[config.mk]
export PLATFORM = sky130hd
export DESIGN_NAME = fetch_queue
export DESIGN_NICKNAME = d
export VERILOG_FILES = /design/src/rtl/fetch_queue.sv
export SDC_FILE = /design/constraint.sdc
export NUM_CORES = 1
export LEC_CHECK = 0
export CORE_MARGIN = 2
export CORE_UTILIZATION = 50
export CTS_CLUSTER_DIAMETER = 150
export CTS_CLUSTER_SIZE = 10
export DETAILED_ROUTE_END_ITERATION = 8
export GPL_TIMING_DRIVEN = 0
export PLACE_DENSITY = 0.75
export SLEW_MARGIN = 0
export SYNTH_ARGS = -nofsm -noshare
export SYNTH_HDL_FRONTEND = slang
export SYNTH_SLANG_ARGS = --single-unit
[constraint.sdc]
create_clock -name clk -period 5.7 [get_ports clk]
set_input_delay 0.57 -clock clk [delete_from_list [all_inputs] [get_ports clk]]
set_output_delay 0.57 -clock clk [all_outputs]
set_load 0.01 [all_outputs]
[src/rtl/fetch_queue.sv]
// Fetch queue: a small circular buffer decoupling the fetch stage from decode.
// Entries carry {pc, instr}; the head is presented one cycle after it is pushed,
// and a redirect (flush) empties the queue in a single edge.
module fetch_queue #(
   parameter int DEPTH = 4
) (
   input  logic                     clk,
   input  logic                     reset,
   input  logic                     f_valid,
   input  logic [31:0]              f_pc,
   input  logic [31:0]              f_instr,
   output logic                     f_ready,
   input  logic                     flush,
   input  logic                     d_ready,
   output logic                     d_valid,
   output logic [31:0]              d_pc,
   output logic [31:0]              d_instr,
   output logic [$clog2(DEPTH):0]   count
);

   localparam int AW = $clog2(DEPTH);
   localparam int CW = AW + 1;
   localparam logic [CW-1:0] FULL_COUNT = CW'(DEPTH);

   logic [31:0]   pc_mem    [DEPTH];
   logic [31:0]   instr_mem [DEPTH];
   logic [AW-1:0] rd_ptr;
   logic [AW-1:0] wr_ptr;
   logic          push;
   logic          pop;

   // Handshake flags come from occupancy alone so f_ready never depends on
   // d_ready; a flush cancels both push and pop for the cycle it is raised.
   always_comb begin
      f_ready = (count != FULL_COUNT);
      d_valid = (count != '0);
      push    = f_valid && f_ready && !flush;
      pop     = d_valid && d_ready && !flush;
   end

   // Head entry is visible only while occupied; an empty queue shows a nop.
   always_comb begin
      d_pc    = 32'h0000_0000;
      d_instr = 32'h0000_0000;
      if (d_valid) begin
         d_pc    = pc_mem[rd_ptr];
         d_instr = instr_mem[rd_ptr];
      end
   end

   // Storage needs no reset: unoccupied slots are never shown on the outputs.
   always_ff @(posedge clk) begin
      if (push) begin
         pc_mem[wr_ptr]    <= f_pc;
         instr_mem[wr_ptr] <= f_instr;
      end
   end

   // Pointers wrap naturally because DEPTH is a power of two; flush and reset
   // both return the queue to empty, flush taking priority over push/pop.
   always_ff @(posedge clk or negedge reset) begin
      if (!reset) begin
         rd_ptr <= '0;
         wr_ptr <= '0;
         count  <= '0;
      end else if (flush) begin
         rd_ptr <= '0;
         wr_ptr <= '0;
         count  <= '0;
      end else begin
         if (push) begin
            wr_ptr <= wr_ptr + AW'(1);
         end
         if (pop) begin
            rd_ptr <= rd_ptr + AW'(1);
         end
         case ({push, pop})
            2'b10:   count <= count + CW'(1);
            2'b01:   count <= count - CW'(1);
            default: count <= count;
         endcase
      end
   end

endmodule

Word level (Yosys, flattened, before mapping)
Memories as Yosys holds them, arrays and structs flattened.
Index checks and enable logic that the tools add are counted.
- register bits after elaboration: 7
- memory bits (writable): 256
- bits of input ports: 69
- output and inout bits: 69
- logic and storage cells: 31
- memories: 2
- $add $sub $neg: 4
- eq/ne operators: 3
- muxes and demuxes: 10
- reductions and logical operators: 9
- memory list (memory ; depth ; bits a word ; read ports ; clocked after memory_dff ; write ports ; line ; RTL):
    instr_mem ; 4 ; 32 ; 1 ; 0 ; 1 ; 26 ; logic [31:0] instr_mem [DEPTH];
    pc_mem ; 4 ; 32 ; 1 ; 0 ; 1 ; 25 ; logic [31:0] pc_mem [DEPTH];
- operators by type and width (kind ; number):
    2-to-1 mux 32 bit ; 2
    2-to-1 mux 2 bit ; 4
    one-hot mux 3 bit (2 select lines) ; 1
    nonzero test 3 bit ; 2
    adder 2 x 1 -> 2 bit (second input constant) ; 2
    logical AND 1 bit ; 4
    nonzero test 2 bit ; 2
    adder 3 x 1 -> 3 bit (second input constant) ; 1
    2-to-1 mux 3 bit ; 1
    inequality test 3 bit (second input constant) ; 1
    subtractor 3 x 1 -> 3 bit (second input constant) ; 1
    == test 2 x 1 -> 1 bit (second input constant) ; 1
    == test 2 bit (second input constant) ; 1
    2-to-1 mux 1 bit ; 2
    zero test 1 bit ; 1

Longest topological paths before layout
Gate-level depths: netlist of run 1.
- depth after elaboration: 6
- depth in mapped cells: 7
- mapped depth without buffers: 6

Worst setup path before layout of run 1
Ideal clock, no wire load.
- path type: input -> register
- start point: input port flush
- end point: memory instr_mem[0][0], enable pin
- library setup time: 429 ps
- arrival: 2637 ps
- required time: 5271 ps
- setup slack: 2634 ps
- stages on the path: 3
- buffers on the path: 1
- cell sequence: clkbuf_1 > nor3_1 > and2_1
- word-level cells in the longest chain between the ends: 4
- ends and longest elaborated chain (element ; line ; RTL):
    start: declaration ; 13 ; input logic flush,
    zero test 1 bit ; 37 ; push = f_valid && f_ready && !flush;
    logical AND 1 bit ; 37 ;
    2-to-1 mux 1 bit ; 53 ; if (push) begin
    2-to-1 mux 1 bit (not written as such) ; 55 ; instr_mem[wr_ptr] <= f_instr;
    end: declaration ; 26 ;
No other way between the ends.

Worst setup path after layout of run 1
- start point: register count[0]
- end point: output port d_pc[4]
- word-level cells in the longest chain between the ends: 2
- ends and longest elaborated chain (element ; line ; RTL):
    start: declaration ; 18 ; output logic [$clog2(DEPTH):0] count
    start signal: assignment ; 78 ; 2'b10: count <= count + CW'(1);
    start signal: assignment ; 79 ; 2'b01: count <= count - CW'(1);
    start signal: assignment ; 80 ; default: count <= count;
    nonzero test 3 bit ; 36 ; d_valid = (count != '0);
    2-to-1 mux 32 bit ; 45 ; if (d_valid) begin
    end: declaration ; 16 ; output logic [31:0] d_pc,
No other way between the ends.

==> key figures, run 1 <==
Run status
  – Outcome: finished clean

Clock tree
  – Worst skew pair latency: approximately 0.53 ns
  – Inserted Clock Buffers: 30
  – CTS tree: yes
  – Max Root-Sink Buffers: 3
  – CTS Root Cell: clkbuf_16
  – PostCTS Resize Cnt: 0
  – H-tree lvl count: 1
  – Post-CTS Setup Bufs: 0
  – Clk slew on worst S/H paths: 0.05 ns
  – Sink Count: 263
  – Hold_buf cts: 0

Timing
  – Slew HR: 0.5554
  – Final setup viols: 0
  – Minimum clock period: ~3.3 ns
  – Fin crit share: 0.5868
  – Max Slew Vio Count: 0
  – Clk_skew: 0.01235 ns
  – Fin. Hold Viols: 0
  – Worst-Margin Slew: between 0.6 and 0.7 ns
  – Fmax: around 300 MHz
  – Hold_ws: between 0.3 and 0.4 ns
  – RSZ-0062 raised after global routing: no
  – Post-route setup TNS: 0 ns

Synth
  – Synth cell types: 34
  – Syn nets: 542
  – Cell Area, Synth: between 10000 and 15000 µm²
  – Synth top area cells: edfxtp_1 (75%), mux4_2 (14%), and2_1 (4.2%)
  – Yosys top cell area share: 0.7519
  – Average size of a mapped cell: 21.85 µm²
  – Yosys reg bits: 263
  – Post-Synthesis Cells: 468
  – Post-synth EDFFs: approximately 260
  – Ys flop type: edfxtp_1
  – Synth warn: 0
  – Commonest cells post-synth: edfxtp_1 (256), and2_1 (68), mux4_2 (64), buf_2 (11), clkbuf_1 (9)
  – Sequential element share of the synthesized area: 0.7691
  – Area leader, netlist: edfxtp_1
  – Most frequent cell after synthesis: edfxtp_1
  – Synth async-reset ratio: 0.02662

Cells and area
  – Area delta synth->final: 26.37%
  – FILL cells: between 1000 and 1500
  – Share of cells above drive strength 1: 0.1867
  – NumNets Final: between 700 and 800

Placement
  – IO buf count: roughly 140
  – Dpl hpwl: around 12000 µm
  – Routability cong.: 0.8050

Detailed routing
  – DR DRC count: 0
  – Via density per instance: 5.409
  – 1st-iter DRT viols: 343
  – Drt pass-1 iters: 4
  – Via count: 5057
  – Total detailed-routing wirelength: approximately 20000 µm
  – Final ANT Viol Nets: 0
  – Drt wl/cell: 20.78 µm

GRT
  – Largest net degree at the start of global routing: 49
  – Vias in the first global route: approximately 5600
  – GRT Overall Usage: 0.1841
  – GR Overflow Total: 0
  – Wire length of the first global-routing pass: around 30000 µm
  – Initial antenna violation count: 0

Pwr
  – Cell Pwr Density: roughly 380 nW/µm²
  – Static leakage: 4.147 nW
  – Worst IR drop on VDD: between 200 and 300 µV

Worst setup path
  – Worst Path Max Fanout: 10
  – Critical path destination: d_pc[4]
  – Setup crit start: count[0]
  – Worst-case reg-to-reg path depth: 7
  – Critical path class: flip-flop to primary output
  – Critical R2R Launch: count[0]
  – Reg2Reg Setup Slack: between 3 and 4 ns
  – Worst path required time: a little over 5 ns
  – Endpoint type of the worst setup path: primary output
  – Critical Path Source Type: flip-flop
  – Worst flop-to-flop path endpoint: count[1]
  – Arr. time, crit path: approximately 2.8 ns

Floorplanning
  – Width of the die: about 150 µm
  – Floorplan Core Area: 20170 µm²
  – Starting Density: 0.5069
  – Die area: between 20000 and 25000 µm²
  – Die height: 147.0 µm
  – I/O pins: between 100 and 150
  – Row count: 52

Hold path
  – HP Class: primary input to asynchronous set/reset pin

Job
  – Max-cap violations: 0
power breakdown:
part / total (mW) / internal [mW] / switching, mW
Combinational: 0.962 / 0.540 / 0.423
Clock: 1.69 / 1.01 / 0.678
Sequential: 2.21 / 2.19 / 0.0211
Total: 4.87 / 3.74 / 1.12
sequential cells by signal (all words and copies together), names as in the netlist:
register   cells
pc_mem       128
wr_ptr         2
count          3
instr_mem    128
rd_ptr         2
final cells by class:
class	instances	area, µm²	share of cell area
timing repair buffer	140	1471	0.1139
antenna	1	2.502	0.0001937
clock buffer	55	865.8	0.06702
sequential	263	7863	0.6086
tap	270	337.8	0.02615
clock inverter	1	8.758	0.0006779
inverter	5	18.77	0.001453
multi-input combinational	174	2202	0.1704
buffer	26	150.1	0.01162
cells in the final DEF, fill, tap and decap left out, types with 5 or more instances in the layout:
cell type / count
and2_1: 64
buf_2: 11
buf_6: 5
clkbuf_1: 33
clkbuf_16: 31
clkdlybuf4s50_1: 136
dfrtp_1: 7
edfxtp_1: 256
inv_1: 5
mux4_2: 64
nor2_1: 5
per-layer routing:
layer / track usage / vias up / wire length, µm / share of wire
met2: 0.3218 / 182 / 10130 / 0.52
met1: 0.2379 / 2572 / 7665 / 0.39
li1: - / 2266 / - / -
met4: 0.05385 / 0 / 408 / 0.021
met5: 0 / - / 0 / 0
met3: 0.03602 / 37 / 1230 / 0.063
cell families (layout without fill, tap and decap cells):
kind of cell | Yosys count | after routing | synth area share
buf+inv | 31 | 227 | 0.01652
flops | 263 | 263 | 0.7691
compound gates | 16 | 16 | 0.01126
simple gates | 85 | 85 | 0.05177
other cells | 0 | 1 | 0
mux | 65 | 65 | 0.1420
xor+xnor | 3 | 3 | 0.002571
fa+ha+maj | 5 | 5 | 0.006854
worst min path at each step:
stage,slack [ns],to
global route,0.35,wr_ptr[1]
finish,0.32,count[0]
floorplan,0.27,count[0]
CTS,0.31,wr_ptr[1]
detailed placement,0.60,wr_ptr[1]
global placement,0.58,wr_ptr[1]
stage by stage:
| step | power, mW | setup WS, ns | utilization | instance area (µm²) | std cells |
|---|---|---|---|---|---|
| final | 4.865 | 2.355 | 0.6406 | 12920 | 935 |
| after global routing | 5.060 | 2.144 | 0.6404 | 12920 | 934 |
| after CTS | 4.927 | 2.280 | 0.6404 | 12920 | 934 |
| after detailed placement | 3.230 | 2.629 | 0.5971 | 12040 | 878 |
| after global placement | 3.208 | 0.9513 | 0.5911 | 11920 | 874 |
| after floorplan | 2.765 | 2.634 | - | 10220 | 468 |
critical path, cell delays in order (launching register included):
cell	delay (ns)
dfrtp_1	0.39
buf_2	0.25
or3_1	0.17
clkbuf_2	0.28
clkbuf_1	0.38
and2_1	0.22
clkdlybuf4s50_1	0.54
Note: power is estimated with default switching activity, not from simulation.
==> inputs of run 2 (changes only) <==
==> constraint.sdc (replaced) <==
create_clock -name clk -period 3.39 [get_ports clk]
set_input_delay 0.339 -clock clk [delete_from_list [all_inputs] [get_ports clk]]
set_output_delay 0.339 -clock clk [all_outputs]
set_load 0.01 [all_outputs]
==> results of run 2 <==
The final DEF is identical to that of run 1. Status: finished clean.
Main changes from that run: setup slack after placement 2.629 ns -> 0.5501 ns; setup slack after layout 2.355 ns -> 0.2761 ns; hold slack 0.3222 ns -> 0.09117 ns; register-to-register setup slack 3.11 ns -> 0.80 ns; total power 4.865 mW -> 8.181 mW; worst IR drop on VDD 266.7 µV -> 448.4 µV
==> inputs of run 3 (changes only) <==
--- a/config.mk
+++ b/config.mk
@@ -5,6 +5,7 @@
 export SDC_FILE = /design/constraint.sdc
 export NUM_CORES = 1
 export LEC_CHECK = 0
+export ABC_AREA = 0
 export CORE_MARGIN = 2
 export CORE_UTILIZATION = 50
 export CTS_CLUSTER_DIAMETER = 150
==> results of run 3 <==
The final DEF is identical to that of run 1. Status: finished clean.
Main changes from that run: setup slack after placement 2.629 ns -> 0.5501 ns; setup slack after layout 2.355 ns -> 0.2761 ns; hold slack 0.3222 ns -> 0.09117 ns; register-to-register setup slack 3.11 ns -> 0.80 ns; total power 4.865 mW -> 8.181 mW; worst IR drop on VDD 266.7 µV -> 448.4 µV
